## src/rtl/mult_seq_pkg.sv

```systemverilog
// mult_seq shared types.
// State encoding for the sequential multiplier FSM.
package mult_seq_pkg;

    // Encoding 2'd3 is unused and recovers to IDLE.
    typedef enum logic [1:0] {
        ST_IDLE = 2'd0,
        ST_CALC = 2'd1,
        ST_FIX  = 2'd2
    } mult_state_e;

endpackage

```

## src/rtl/mult_seq_twos_comp_n.sv

```systemverilog
// twos_comp_n: combinational N-bit two's complement negate.
// Used for operand magnitudes and for the final product sign fix-up.
module twos_comp_n #(
    parameter int N = 8
) (
    input  logic [N-1:0] x_i,
    output logic [N-1:0] y_o
);

    // Negate: invert and add one.
    assign y_o = ~x_i + N'(1);

endmodule

```

## src/rtl/mult_seq.sv

```systemverilog
// mult_seq: radix-2 shift-add multiplier, signed or unsigned per op.
// One multiplier bit per cycle, then a sign fix-up cycle.
module mult_seq
    import mult_seq_pkg::*;
#(
    parameter int WIDTH = 32
) (
    input  logic             CLK,
    input  logic             RST,
    input  logic             START,
    input  logic             SIGNED,
    input  logic [WIDTH-1:0] A,
    input  logic [WIDTH-1:0] B,
    output logic             BUSY,
    output logic             DONE,
    output logic [WIDTH-1:0] HI,
    output logic [WIDTH-1:0] LO
);

    localparam int CW = $clog2(WIDTH);
    localparam logic [CW-1:0] LAST = CW'(WIDTH - 1);

    mult_state_e        state_q;
    logic [WIDTH-1:0]   mcnd_q;
    logic [WIDTH-1:0]   mplr_q;
    logic [WIDTH-1:0]   acc_hi_q;
    logic [WIDTH-1:0]   acc_lo_q;
    logic [CW-1:0]      cnt_q;
    logic               neg_q;
    logic               busy_q;
    logic               done_q;
    logic [WIDTH-1:0]   hi_q;
    logic [WIDTH-1:0]   lo_q;

    logic [WIDTH-1:0]   a_inv_d;
    logic [WIDTH-1:0]   b_inv_d;
    logic [WIDTH-1:0]   a_mag_d;
    logic [WIDTH-1:0]   b_mag_d;
    logic [WIDTH-1:0]   addend_d;
    logic [WIDTH:0]     sum_d;
    logic [2*WIDTH-1:0] prod_d;
    logic [2*WIDTH-1:0] prod_inv_d;
    logic [2*WIDTH-1:0] res_d;

    twos_comp_n #(.N(WIDTH)) u_neg_a (
        .x_i (A),
        .y_o (a_inv_d)
    );

    twos_comp_n #(.N(WIDTH)) u_neg_b (
        .x_i (B),
        .y_o (b_inv_d)
    );

    twos_comp_n #(.N(2*WIDTH)) u_neg_p (
        .x_i (prod_d),
        .y_o (prod_inv_d)
    );

    // Operand magnitudes; the most-negative value maps to 2^(W-1) unsigned.
    always_comb begin
        a_mag_d = (SIGNED && A[WIDTH-1]) ? a_inv_d : A;
        b_mag_d = (SIGNED && B[WIDTH-1]) ? b_inv_d : B;
    end

    // Partial-product add with carry-out, and the signed result.
    always_comb begin
        addend_d = mplr_q[0] ? mcnd_q : '0;
        sum_d    = {1'b0, acc_hi_q} + {1'b0, addend_d};
        prod_d   = {acc_hi_q, acc_lo_q};
        res_d    = neg_q ? prod_inv_d : prod_d;
    end

    // Control FSM and datapath registers with registered outputs.
    always_ff @(posedge CLK) begin
        if (RST) begin
            state_q  <= ST_IDLE;
            mcnd_q   <= '0;
            mplr_q   <= '0;
            acc_hi_q <= '0;
            acc_lo_q <= '0;
            cnt_q    <= '0;
            neg_q    <= 1'b0;
            busy_q   <= 1'b0;
            done_q   <= 1'b0;
            hi_q     <= '0;
            lo_q     <= '0;
        end else begin
            case (state_q)
                ST_IDLE: begin
                    done_q <= 1'b0;
                    if (START) begin
                        mcnd_q   <= a_mag_d;
                        mplr_q   <= b_mag_d;
                        neg_q    <= SIGNED & (A[WIDTH-1] ^ B[WIDTH-1]);
                        acc_hi_q <= '0;
                        acc_lo_q <= '0;
                        cnt_q    <= '0;
                        busy_q   <= 1'b1;
                        state_q  <= ST_CALC;
                    end
                end
                ST_CALC: begin
                    acc_hi_q <= sum_d[WIDTH:1];
                    acc_lo_q <= {sum_d[0], acc_lo_q[WIDTH-1:1]};
                    mplr_q   <= mplr_q >> 1;
                    cnt_q    <= cnt_q + CW'(1);
                    if (cnt_q == LAST) begin
                        state_q <= ST_FIX;
                    end
                end
                ST_FIX: begin
                    hi_q    <= res_d[2*WIDTH-1:WIDTH];
                    lo_q    <= res_d[WIDTH-1:0];
                    done_q  <= 1'b1;
                    busy_q  <= 1'b0;
                    state_q <= ST_IDLE;
                end
                default: begin
                    busy_q  <= 1'b0;
                    done_q  <= 1'b0;
                    state_q <= ST_IDLE;
                end
            endcase
        end
    end

    assign BUSY = busy_q;
    assign DONE = done_q;
    assign HI   = hi_q;
    assign LO   = lo_q;

endmodule
```

## config.mk

```make
export PLATFORM = sky130hd
export DESIGN_NAME = mult_seq
export DESIGN_NICKNAME = d
export VERILOG_FILES = /design/src/rtl/mult_seq_pkg.sv /design/src/rtl/mult_seq_twos_comp_n.sv /design/src/rtl/mult_seq.sv
export SDC_FILE = /design/constraint.sdc
export NUM_CORES = 1
export LEC_CHECK = 0
export BUFFER_PORTS_ARGS = -buffer_cell sky130_fd_sc_hd__clkbuf_2
export CAP_MARGIN = 30
export CORE_MARGIN = 5
export CORE_UTILIZATION = 39
export DETAILED_ROUTE_END_ITERATION = 10
export PLACE_DENSITY = 0.66
export SYNTH_ARGS = -nofsm -noshare
export SYNTH_HDL_FRONTEND = slang
export SYNTH_SLANG_ARGS = --single-unit
```

## constraint.sdc

```tcl
create_clock -name CLK -period 2.79 [get_ports CLK]
set_input_delay 0.1395 -clock CLK [delete_from_list [all_inputs] [get_ports CLK]]
set_output_delay 0.1395 -clock CLK [all_outputs]
set_load 0.02 [all_outputs]
```

After elaboration in Yosys (flattened, before gate mapping)
Cells that the tools add are included.
Storage, ports and cells
  register bits: 202
  bits in latches: 0
  RAM bits: 0
  memory bits (read-only): 0
  bits of input ports: 68
  output and inout bits: 66
  logic and storage cells: 52
  memories kept: 0
Operators by class
  add/sub/neg operators: 5
  $mul: 0
  div/mod/pow operators: 0
  magnitude comparators: 0
  equal/unequal tests: 5
  shift-type cells: 0
  mux-type cells: 17
  bitwise gates (word level): 6
  reduce and logical (&&, ||, !) cells: 8
Operator list (count)
  $pmux 32 s2: 3
  $mux 32: 5
  $add 32x1->32 const B: 2
  $add 64x1->64 const B: 1
  $mux 64: 1
  $not 32->32: 2
  $not 64->64: 1
  $add 32x32->33: 1
  $pmux 5 s2: 1
  $reduce_and 2->1: 4
  $add 5x1->5 const B: 1
  $eq 5x5->1 const B: 1
  $mux 5: 1
  $mux 2: 2
  $ne 2x2->1 const B: 2
  $pmux 1 s2: 2
  $pmux 2 s2: 1
  $eq 2x1->1 const B: 1
  $eq 2x2->1 const B: 1
  $logic_and 1x1->1: 2
  $logic_not 2->1: 1
  $reduce_bool 2->1: 1
  $and 1x1->1: 1
  $mux 1: 1
  2 further kinds: 2

Longest topological paths before layout
  depth after elaboration: 5
  mapped depth: 13
  mapped depth without buffers: 12

By module
Synthesis repeated with hierarchy kept, for this count alone.
Unflattened totals
  cells, all modules: 1576
  area, all modules: 12658.4 sq um
By module, submodules not included
  mult_seq: instances 1, cells an instance 1224, area each 10097.2 sq um, seq. area each 4043.9 sq um
  twos_comp_n at u_neg_p: instances 1, cells an instance 186, area each 1287.5 sq um, seq. area each 0.0 sq um
  twos_comp_n at u_neg_a ...: instances 2, cells an instance 83, area each 636.9 sq um, seq. area each 0.0 sq um

Least setup slack after synthesis
Ideal clock, no wire load.
  path kind: register to register
  start: register mplr_q[0]
  end: register acc_hi_q[27]
  library setup time: 0.079 ns
  data arrival time: 2.758 ns
  required time: 2.711 ns
  setup slack: -0.047 ns
  stages on the path, launching flop included: 14
  buffers on the path: 1
  period minus slack after synthesis: 2.837 ns
  cell sequence: dfxtp_1 > clkbuf_1 > and2_1 > ha_1 > inv_1 > fa_1 > nor2b_1 > o2111ai_1 > nand3_1 > nand4_1 > o211ai_1 > a211oi_1 > a2111o_1 > o211ai_1
On the way
  word-level cells in the longest chain between the ends: 3
Ends and longest elaborated chain
  start: declaration: line mult_seq.sv:25  | logic [WIDTH-1:0] mplr_q;
  start signal: assignment: line mult_seq.sv:94  | mplr_q <= b_mag_d;
  start signal: assignment: line mult_seq.sv:106  | mplr_q <= mplr_q >> 1;
  $mux 32: line mult_seq.sv:68  | addend_d = mplr_q[0] ? mcnd_q : '0;
  $add 32x32->33: line mult_seq.sv:69  | sum_d = {1'b0, acc_hi_q} + {1'b0, addend_d};
  $pmux 32 s2: line mult_seq.sv:89  | case (state_q)
  end signal: assignment: line mult_seq.sv:104  | acc_hi_q <= sum_d[WIDTH:1];
  end: declaration: line mult_seq.sv:26  | logic [WIDTH-1:0] acc_hi_q;
Every way passes these cells.
A chain may end at the register's enable or synchronous reset.

Worst setup path in the final report
  start: register acc_hi_q[19]
  end: register hi_q[31] (netlist: HI[31])
On the way
  word-level cells in the longest chain between the ends: 3
Ends and longest elaborated chain
  $not 64->64: line mult_seq_twos_comp_n.sv:11  | assign y_o = ~x_i + N'(1);
  $add 64x1->64: line mult_seq_twos_comp_n.sv:11
  $mux 64: line mult_seq.sv:71  | res_d = neg_q ? prod_inv_d : prod_d;
  end signal: assignment: line mult_seq.sv:113  | hi_q <= res_d[2*WIDTH-1:WIDTH];
  end: declaration: line mult_seq.sv:32  | logic [WIDTH-1:0] hi_q;
Every way passes these cells.

==> summary.txt <==
Run status
  • Run status: completed

Pwr
  • Static Leakage: ~0.0060 uW
  • Sw Ratio: 25.7%
  • Combinational Power Share: 11.7%
  • Max IR drop VDD: 452 uV
  • Seq pwr share: between 40 and 50%
  • Clock network fraction of design power: a little under half
  • Switching power total: 1830 uW
  • Final Total Pwr: 7140 uW
  • P per Cell Area: 495 nW/um^2
  • Internal power: 5310 uW

Floorplan
  • Die X: between 150 and 200 um
  • Die Footprint: about 33000 um^2
  • Die Y: 181 um
  • Boundary Pins: 134
  • Core area: 28800 um^2
  • Initial Util: 39.6%
  • Site row count: 62

Logic synthesis
  • Syn Area/Cell: 8.02 um^2
  • Synthesized net count: 1526
  • Netlist Area Pre-Place: between 10000 and 15000 um^2
  • Top_reg_cell synth: dfxtp_1
  • Async SR Flop Fraction: 0%
  • Yosys warns: 0
  • Synth cell types: 62
  • Seq cells post-synth: 202
  • EDFF count, synth: 0
  • Post-Syn Instances: 1420
  • Post-synthesis sequential area ratio: 35.5%

GRT
  • GRT met2 Usage: 27.7%
  • Tot GR Track Use: 17.8%
  • First-pass GRT wire length: slightly above 50000 um
  • M1 GR Usage: around a quarter
  • Remaining global-route overflow: 0
  • Largest net degree at the start of global routing: 95
  • GRT busiest layer: met2
  • M3 GR Usage: 2.43%
  • Initial antenna violation count: 0
  • Vias in the first global route: 10052

Critical path
  • Worst Path Max Fanout: 2
  • Critical path startpoint: acc_hi_q[19]
  • Stages on worst setup path: 8
  • CP Cell Sequence: or4_4, or2_1, or4_4, or3_4, or3_4, o31ai_4, xor2_1, o21ai_1
  • Reg2Reg Capture Point: HI[31]
  • CP Launch Type: flip-flop
  • Worst EP required: 3190 ps
  • Worst Setup End Kind: flip-flop
  • Slowest CP cell: or4_4
  • Crit path kind: reg -> reg
  • Crit-path max cell delay: 520 ps
  • Buf/Inv on CP: 0
  • CP top delay family: simple AND/OR/NAND/NOR gates
  • R2R Setup Slk: 40 ps
  • RR Startpoint: acc_hi_q[19]
  • R2R cell count: 8
  • Crit path capture: HI[31]
  • WP data arrival: 3150 ps

Route
  • Drt via density: 5.34
  • Vias: 10774
  • Detail Route Antenna Nets: 0
  • DRC: 0
  • Iter 0 DRT Violations: 857
  • DR WL/cell: 15.1 um
  • Detailed Routing Iterations Pass 1: 8
  • Final WL: 30600 um

CTS
  • CTS Buf Count: 23
  • Clk_lat worst skew: between 500 and 600 ps
  • Clk sinks: ~200
  • Clk pin slew, worst setup/hold paths: 60 ps
  • Root buffer cell: clkbuf_16
  • Clock Tree Buf Depth: 3
  • CTS tree: yes
  • Depth of the CTS H-tree: 1

STA
  • Slew margin rel.: about half
  • RSZ-0062 raised after global routing: yes
  • Final hold vios: 0
  • Slew @ Worst Pin: 778 ps
  • Setup TNS: 0 ps
  • PnR worst setup slack: 37.4 ps
  • Max Fclk: 0.363 GHz
  • Slew Viols, Final: 0
  • Post-route minimum period: 2750 ps
  • Final-report setup violation count: 0
  • Final setup skew: 6.79 ps
  • Final critical-path share of the clock period: 98.7%

Layout
  • NumNets Final: 1724
  • Share of cells above drive strength 1: 21.2%
  • Commonest non-fill, non-tap cell in the layout: dfxtp_1
  • Most frequent cells in the layout: 199 x dfxtp_1, 153 x nand2_1, 137 x nor2_1
  • FILL cells: about 2800
  • ANT cells: 0
  • Area growth, synth to finish: 26.6%

Place
  • Dpl ws: -114 ps
  • Hpwl dp: 22400 um
  • Routability-driven placement congestion ratio: about 0.89
  • Port Buf Inserts: 133

Worst hold path
  • Hold Path Class: in -> reg

Flow run
  • Max-cap check violation count: 0
==> kinds of logic after synthesis <==
logic type,Yosys count,share of synthesized area [%]
multiplexers,2,0.176
AND/OR/NAND/NOR,507,21.4
AO/OA/AOI/OAI,413,24.0
adder cells (fa/ha/maj),38,4.24
flip-flops,202,35.5
XOR/XNOR,141,10.8
buffers and inverters,117,3.87
==> power by group through the flow <==
| stage | combinational (uW) | sequential, uW | clock (uW) |
|---|---|---|---|
| 2_1_floorplan | 521 | 3070 | 0 |
| 3_3_place_gp | 773 | 3100 | 0 |
| 3_5_place_dp | 786 | 3100 | 0 |
| 4_1_cts | 817 | 3030 | 3350 |
| 5_1_grt | 929 | 3050 | 3440 |
| 6_report | 838 | 3040 | 3270 |
==> routing by layer <==
| layer | up-vias | routed length (um) |
|---|---|---|
| li1 | 5540 | - |
| met4 | 0 | 522 |
| met2 | 258 | 13300 |
| met1 | 4936 | 15200 |
| met3 | 40 | 1530 |
| met5 | - | 0 |
==> synthesized netlist by cell type (9+ instances only) <==
cell      count  share of area, %
dfxtp_1     202                36
nand2_1     153               5.0
nor2_1      140               4.6
a21oi_1     103               4.5
xor2_1       99               7.6
o21ai_0      90               4.0
clkbuf_1     85               2.8
a211oi_1     58               3.8
nand3_1      58               2.5
xnor2_1      42               3.2
and2_1       38               2.1
ha_1         37               4.1
a222oi_1     29               2.5
o31ai_1      29               1.9
a21o_1       22               1.5
nor3_1       22              0.97
inv_1        21              0.69
o41ai_1      19               1.5
or4_1        17               1.1
or3_1        16              0.88
buf_1        10              0.33
nand4_1      10              0.55
o21ai_1      10              0.44
nor2b_1       9              0.49
==> area by class of cell <==
cell class / instances / area, um^2 / area share, %
clock buffer: 27 / 621 / 4.31
inverter: 21 / 78.8 / 0.547
sequential: 202 / 4050 / 28.1
timing repair buffer: 269 / 1820 / 12.6
multi-input combinational: 1101 / 7160 / 49.6
tap: 384 / 480 / 3.33
clock inverter: 15 / 205 / 1.42
==> how the worst min path moves through the flow <==
stage,start,end,cells past startpoint
4_1_cts,A[14],mcnd_q[14],3
5_1_grt,A[5],mcnd_q[5],3
3_5_place_dp,HI[26],HI[26],2
2_1_floorplan,A[0],mcnd_q[0],2
6_report,A[14],mcnd_q[14],3
3_3_place_gp,HI[29],HI[29],2
==> flip-flops by register name (all words and copies together), names as in the netlist <==
| signal | flops |
|---|---|
| DONE | 1 |
| mplr_q | 32 |
| acc_hi_q | 32 |
| cnt_q | 5 |
| neg_q | 1 |
| state_q | 2 |
| mcnd_q | 32 |
| HI | 32 |
| LO | 32 |
| BUSY | 1 |
| acc_lo_q | 32 |
==> worst min-delay path: cells and delay by family <==
family,cells,cell delay (ps)
xor+xnor,1,150
buf+inv,1,110
compound gates,1,80
==> per-stage QoR <==
stage | util [%] | instance area (um^2) | std cells | hold WS, ps
5_1_grt | 50.1 | 14400 | 2019 | 46.4
3_5_place_dp | 45.2 | 13000 | 1940 | 441
2_1_floorplan | - | 11400 | 1420 | 275
4_1_cts | 49.3 | 14200 | 2015 | 0.0887
3_3_place_gp | 45.2 | 13000 | 1940 | 437
6_report | 50.1 | 14400 | 2019 | 10.8
==> timing repair <==
| item | CTS | global route |
|---|---|---|
| setup endpoints to repair | 5 | 26 |
| cloned | 0 | 0 |
| hold endpoints to repair | 26 | 0 |
| pin swaps | 3 | 22 |
| buffers inserted | 6 | 5 |
| gates resized for setup | 6 | 44 |
| hold buffers | 27 | 0 |
No activity file was read; power rests on OpenSTA's default activity.
